### src/rtl/mem_port_arbiter.sv
// mem_port_arbiter
//   Shares one single-ported memory between the IF and MA pipeline stages.
//   MA has priority. A streak limit bounds how many MA grants can pass a
//   waiting IF. A watchdog aborts a transaction that is never acked.
//
// Ports
//   clk, rst          clock; asynchronous active-high reset
//   i_if_*  / o_if_*  IF read request (level), rdata and ready level
//   i_ma_*  / o_ma_*  MA read/write request (level), rdata and ready level
//   o_mem_*           registered memory command, held until ack
//   i_mem_ack/rdata   one-cycle completion pulse with read data
//   o_timeout         sticky watchdog error flag
module mem_port_arbiter #(
    parameter int AW         = 32,
    parameter int DW         = 32,
    parameter int MAX_STREAK = 4,
    parameter int TIMEOUT    = 255
) (
    input  logic            clk,
    input  logic            rst,
    input  logic            i_if_req,
    input  logic [AW-1:0]   i_if_addr,
    output logic [DW-1:0]   o_if_rdata,
    output logic            o_if_ready,
    input  logic            i_ma_req,
    input  logic            i_ma_we,
    input  logic [AW-1:0]   i_ma_addr,
    input  logic [DW-1:0]   i_ma_wdata,
    input  logic [DW/8-1:0] i_ma_be,
    output logic [DW-1:0]   o_ma_rdata,
    output logic            o_ma_ready,
    output logic            o_mem_req,
    output logic            o_mem_we,
    output logic [AW-1:0]   o_mem_addr,
    output logic [DW-1:0]   o_mem_wdata,
    output logic [DW/8-1:0] o_mem_be,
    input  logic            i_mem_ack,
    input  logic [DW-1:0]   i_mem_rdata,
    output logic            o_timeout
);

    localparam int BW = DW / 8;
    localparam int SW = $clog2(MAX_STREAK + 1);
    localparam int WW = $clog2(TIMEOUT);

    typedef enum logic [1:0] {IDLE, BUSY_IF, BUSY_MA} state_e;

    state_e          state_q;
    logic [SW-1:0]   streak_q;
    logic [WW-1:0]   wdog_q;
    logic            mem_req_q;
    logic            mem_we_q;
    logic [AW-1:0]   mem_addr_q;
    logic [DW-1:0]   mem_wdata_q;
    logic [BW-1:0]   mem_be_q;
    logic            timeout_q;

    logic busy, wd_expire, done, grant_ma, grant_if;

    // wdog_q holds (BUSY cycles elapsed - 1), so the abort lands in the
    // TIMEOUT-th BUSY cycle. A real ack in that same cycle wins.
    assign busy      = (state_q != IDLE);
    assign wd_expire = busy && !i_mem_ack && (wdog_q == WW'(TIMEOUT - 1));
    assign done      = busy && (i_mem_ack || wd_expire);

    // IF only overtakes a pending MA once MA has used up its streak.
    assign grant_ma  = (state_q == IDLE) && i_ma_req &&
                       (!i_if_req || (streak_q != SW'(MAX_STREAK)));
    assign grant_if  = (state_q == IDLE) && i_if_req && !grant_ma;

    always_ff @(posedge clk or posedge rst) begin
        if (rst) begin
            state_q     <= IDLE;
            streak_q    <= '0;
            wdog_q      <= '0;
            mem_req_q   <= 1'b0;
            mem_we_q    <= 1'b0;
            mem_addr_q  <= '0;
            mem_wdata_q <= '0;
            mem_be_q    <= '0;
            timeout_q   <= 1'b0;
        end else begin
            case (state_q)
                IDLE: begin
                    if (grant_ma) begin
                        state_q     <= BUSY_MA;
                        mem_req_q   <= 1'b1;
                        mem_we_q    <= i_ma_we;
                        mem_addr_q  <= i_ma_addr;
                        mem_wdata_q <= i_ma_wdata;
                        mem_be_q    <= i_ma_be;
                        wdog_q      <= '0;
                        if (!i_if_req)
                            streak_q <= '0;
                        else if (streak_q != SW'(MAX_STREAK))
                            streak_q <= streak_q + SW'(1);
                    end else if (grant_if) begin
                        state_q     <= BUSY_IF;
                        mem_req_q   <= 1'b1;
                        mem_we_q    <= 1'b0;
                        mem_addr_q  <= i_if_addr;
                        mem_wdata_q <= '0;
                        mem_be_q    <= '1;
                        wdog_q      <= '0;
                        streak_q    <= '0;
                    end else if (!i_if_req) begin
                        streak_q <= '0;
                    end
                end
                BUSY_IF, BUSY_MA: begin
                    if (done) begin
                        state_q   <= IDLE;
                        mem_req_q <= 1'b0;
                        if (wd_expire)
                            timeout_q <= 1'b1;
                    end else begin
                        wdog_q <= wdog_q + WW'(1);
                    end
                end
                default: begin
                    state_q   <= IDLE;
                    mem_req_q <= 1'b0;
                end
            endcase
        end
    end

    // Readies are levels for the hazard logic: high whenever the stage is
    // not requesting, or in the completion cycle of its own transaction.
    assign o_if_ready = !rst && (!i_if_req || ((state_q == BUSY_IF) && done));
    assign o_ma_ready = !rst && (!i_ma_req || ((state_q == BUSY_MA) && done));

    // A watchdog abort has no ack, so it naturally returns zero data.
    assign o_if_rdata = ((state_q == BUSY_IF) && i_mem_ack) ? i_mem_rdata : '0;
    assign o_ma_rdata = ((state_q == BUSY_MA) && i_mem_ack) ? i_mem_rdata : '0;

    assign o_mem_req   = mem_req_q;
    assign o_mem_we    = mem_we_q;
    assign o_mem_addr  = mem_addr_q;
    assign o_mem_wdata = mem_wdata_q;
    assign o_mem_be    = mem_be_q;
    assign o_timeout   = timeout_q;

endmodule

### config.mk
export PLATFORM = sky130hd
export DESIGN_NAME = mem_port_arbiter
export DESIGN_NICKNAME = d
export VERILOG_FILES = /design/src/rtl/mem_port_arbiter.sv
export SDC_FILE = /design/constraint.sdc
export NUM_CORES = 1
export LEC_CHECK = 0
export ABC_CLOCK_PERIOD_IN_PS = 8480
export BUFFER_PORTS_ARGS = -buffer_cell sky130_fd_sc_hd__buf_2
export CAP_MARGIN = 10
export CORE_AREA = 2 2 108 110
export CTS_CLUSTER_SIZE = 28
export DETAILED_ROUTE_END_ITERATION = 7
export DIE_AREA = 0 0 110 112
export GPL_ROUTABILITY_DRIVEN = 0
export PLACE_DENSITY_LB_ADDON = 0.25
export SKIP_LAST_GASP = 1
export SLEW_MARGIN = 30
export SYNTH_ARGS = -nofsm -noshare
export SYNTH_HDL_FRONTEND = slang
export SYNTH_SLANG_ARGS = --single-unit
### constraint.sdc
create_clock -name clk -period 8.48 [get_ports clk]
set_clock_uncertainty 0.2 [all_clocks]
set_input_delay 0.848 -clock clk [delete_from_list [all_inputs] [get_ports clk]]
set_output_delay 0.848 -clock clk [all_outputs]
set_load 0.05 [all_outputs]
==> impl_metrics.ini <==
[power]
power.density_mw_per_mm2 = 415
total_leakage_power_uw = 0.00370
power.ir.vdd_worst_mv = 0.245
fin_total_pwr_uw = 2510

[yosys]
ys_top_cells_by_count = 117 x sky130_fd_sc_hd__nand2_1, 84 x sky130_fd_sc_hd__dfrtp_1, 66 x sky130_fd_sc_hd__and3_1, 47 x sky130_fd_sc_hd__o21ai_0, 39 x sky130_fd_sc_hd__nand3_1
synthesis.yosys.warnings = 0
ys_seq_area_share_pct = 48.4
synth_top_area_share_pct = 48.4
synth.distinct_cells = 37
synth_area_leader_cell = sky130_fd_sc_hd__dfrtp_1
post_synth_inst_count = 489
synth.cell_area_mm2 = 0.00434
synth_flop_cell = sky130_fd_sc_hd__dfrtp_1
ys_ff_latch = 84
synthesis.nets = 634
synth-edff-count = 0
synth_most_common_cell = sky130_fd_sc_hd__nand2_1
async_flop_share_pct = 100
top_cells_by_area_synth = sky130_fd_sc_hd__dfrtp_1 48%, sky130_fd_sc_hd__nand2_1 10%, sky130_fd_sc_hd__and3_1 9.5%, sky130_fd_sc_hd__mux2i_1 7.4%, sky130_fd_sc_hd__o21ai_0 5.4%
post_synth.cell_area_avg_um2 = 8.87

[placement]
detailed_place.area_mm2 = 0.00574
numPortBuffers = 274
dpl.hpwl_um = 9310

[detailed_routing]
postRouteWirelength_um = 12600
wl_per_cell_um = 14.3
detailedRoute.firstPassIterationCount = 4
initial_drc_count = 194
num_vias = 4457
routed-wl-met2_um = 6620
routedLengthMet1_um = 4890
drt_drc_violations_left = 0
routed_via_density = 5.04
wl_met3_um = 882
ant_nets = 0
top_signal_layer_used = met4

[setup_path]
regToRegEndpoint = o_mem_addr[11]
r2r_start = state_q[0]
cp-start-kind = input port
rr_worst_depth = 5
kind_of_capture_point_of_the_worst_setup_path = output pin
cp.required_ns = 7.43
timing.critical_path.fanout_max = 86
critPathLaunch = rst
cp-endpoint = o_if_ready
path_class = input port to output pin
critPathArrivalTime_ns = 2.13
ff2ff_setup_slack_ns = 5.87

[timing]
max_freq_mhz = 314
worst_pin_slew_ns = 0.905
final_period_utilization_pct = 37.5
finalCriticalPeriod_ns = 3.18
finalSetupTns_ns = 0
grt_setup_unrepaired = false
slew_viol_final = 0
max_slew_margin_pct = 39.6
finalSetupViolations = 0
hold_vio_cnt_final = 0

[grt]
antenna_found_initial = 0
gr-total-overflow = 0
wire_length_of_the_first_global_routing_pass_um = 19400
grt_util_all_layers_pct = 20.1
grt_max_degree = 106
grt_pass1_vias = 4100

[floorplanning]
fp.dieArea_mm2 = 0.0123
coreArea_mm2 = 0.0112
top_level_ports = 275
std_cell_rows = 39
initial_utilization_pct = 38.8
die_height_um = 112
fp.dieW_um = 110

[finish]
layout-drive-gt1-share_pct = 40.8
layout_net_count = 882
final_cell_area_mm2 = 0.00604
filler_cell_count = 1006
layout-area-overhead-vs-synth_pct = 39.3
antenna-diode-count = 0

[cts]
clock_latency_ns = 0.33
post_cts_hold_buffer_count = 0
htree_num_levels = 3
clk_pin_slew_worst_paths_ns = 0.06
cts-buffers-inserted = 9
ctsResizeCount = 0
cts.repair_timing.setup_buffer_count = 0
tritoncts_num_sinks = 84
clock-root-buffer = sky130_fd_sc_hd__clkbuf_16
ctsLongestPathBuffers = 2
tritoncts = built

[job]
maxCapViolations = 0

[outcome]
run_status = finished clean

[hold_path]
min_path_cells = 1
holdCritPathClass = flop to flop
[state kept, by name, indices dropped and copies added (netlist names)]
register	flops
wdog_q	8
o_mem_be	4
o_mem_req	1
o_mem_wdata	32
o_timeout	1
state_q	2
streak_q	3
o_mem_we	1
o_mem_addr	32
[logic make-up (layout without fill, tap and decap cells)]
| family | Yosys count | count (layout) | synth area share [%] |
|---|---|---|---|
| DFF | 84 | 84 | 48.4 |
| buffers and inverters | 50 | 303 | 5.05 |
| and+or+nand+nor | 239 | 239 | 26.3 |
| AOI/OAI and AO/OA | 75 | 75 | 10.2 |
| adders and majority gates | 7 | 7 | 2.02 |
| muxes | 34 | 34 | 7.99 |
[critical path: stages]
cell and delay, ns:
sky130_fd_sc_hd__buf_2 0.12, sky130_fd_sc_hd__clkinv_2 0.05, sky130_fd_sc_hd__buf_6 0.56, sky130_fd_sc_hd__nand2_1 0.12
sky130_fd_sc_hd__o22ai_1 0.13, sky130_fd_sc_hd__buf_2 0.29
[placed cells by master (no fill, tap or decap), drive strengths merged, types with 2 or more instances in the layout]
cell	synthesis	routed
mux2	2	2
nor2	8	8
o21bai	2	2
inv	8	9
and3	66	66
dfrtp	84	84
o22ai	4	4
o21ai	47	47
nand2	117	117
a31oi	3	3
ha	7	7
buf	15	278
clkbuf	26	9
nand3	39	39
a21oi	6	6
mux2i	32	32
clkinv	1	6
nor3	2	2
o31ai	3	3
a21o	2	2
a211o	2	2
[through the flow]
step                setup WS, ns  utilization [%]  std cells  hold slack (ns)
CTS                         5.24             54.1        885            0.282
floorplan                   3.86                -        489            0.295
global route                5.10             54.1        885            0.323
global placement            5.05             51.4        869            0.262
detailed placement          5.25             51.4        869            0.264
finish                      5.30             54.1        885            0.279
[worst min-delay path by stage]
stage | start | to
floorplan | streak_q[2] | streak_q[2]
global route | o_mem_wdata[23] | o_mem_wdata[23]
CTS | o_timeout | o_timeout
finish | o_timeout | o_timeout
global placement | o_timeout | o_timeout
detailed placement | o_timeout | o_timeout
[metal layers]
layer  track usage, %  vias up
met5                0        -
met4             7.17        0
met3             4.45       17
met2             36.2      193
met1             22.8     2067
li1                 -     2180
[report_power, final]
| part | switching [µW] | total, µW | internal, µW |
|---|---|---|---|
| Sequential | 105 | 683 | 578 |
| Combinational | 1110 | 1440 | 331 |
| Clock | 159 | 389 | 230 |
| Total | 1370 | 2510 | 1140 |
[cell type report]
cell class	count	area (µm²)	area share (%)
clock buffer	9	225	3.73
clock inverter	7	75.1	1.24
inverter	9	35.0	0.580
multi-input combinational	355	2020	33.5
sequential	84	2100	34.8
tap	143	179	2.96
timing repair buffer	278	1410	23.3
Note: power is estimated with default switching activity, not from simulation.
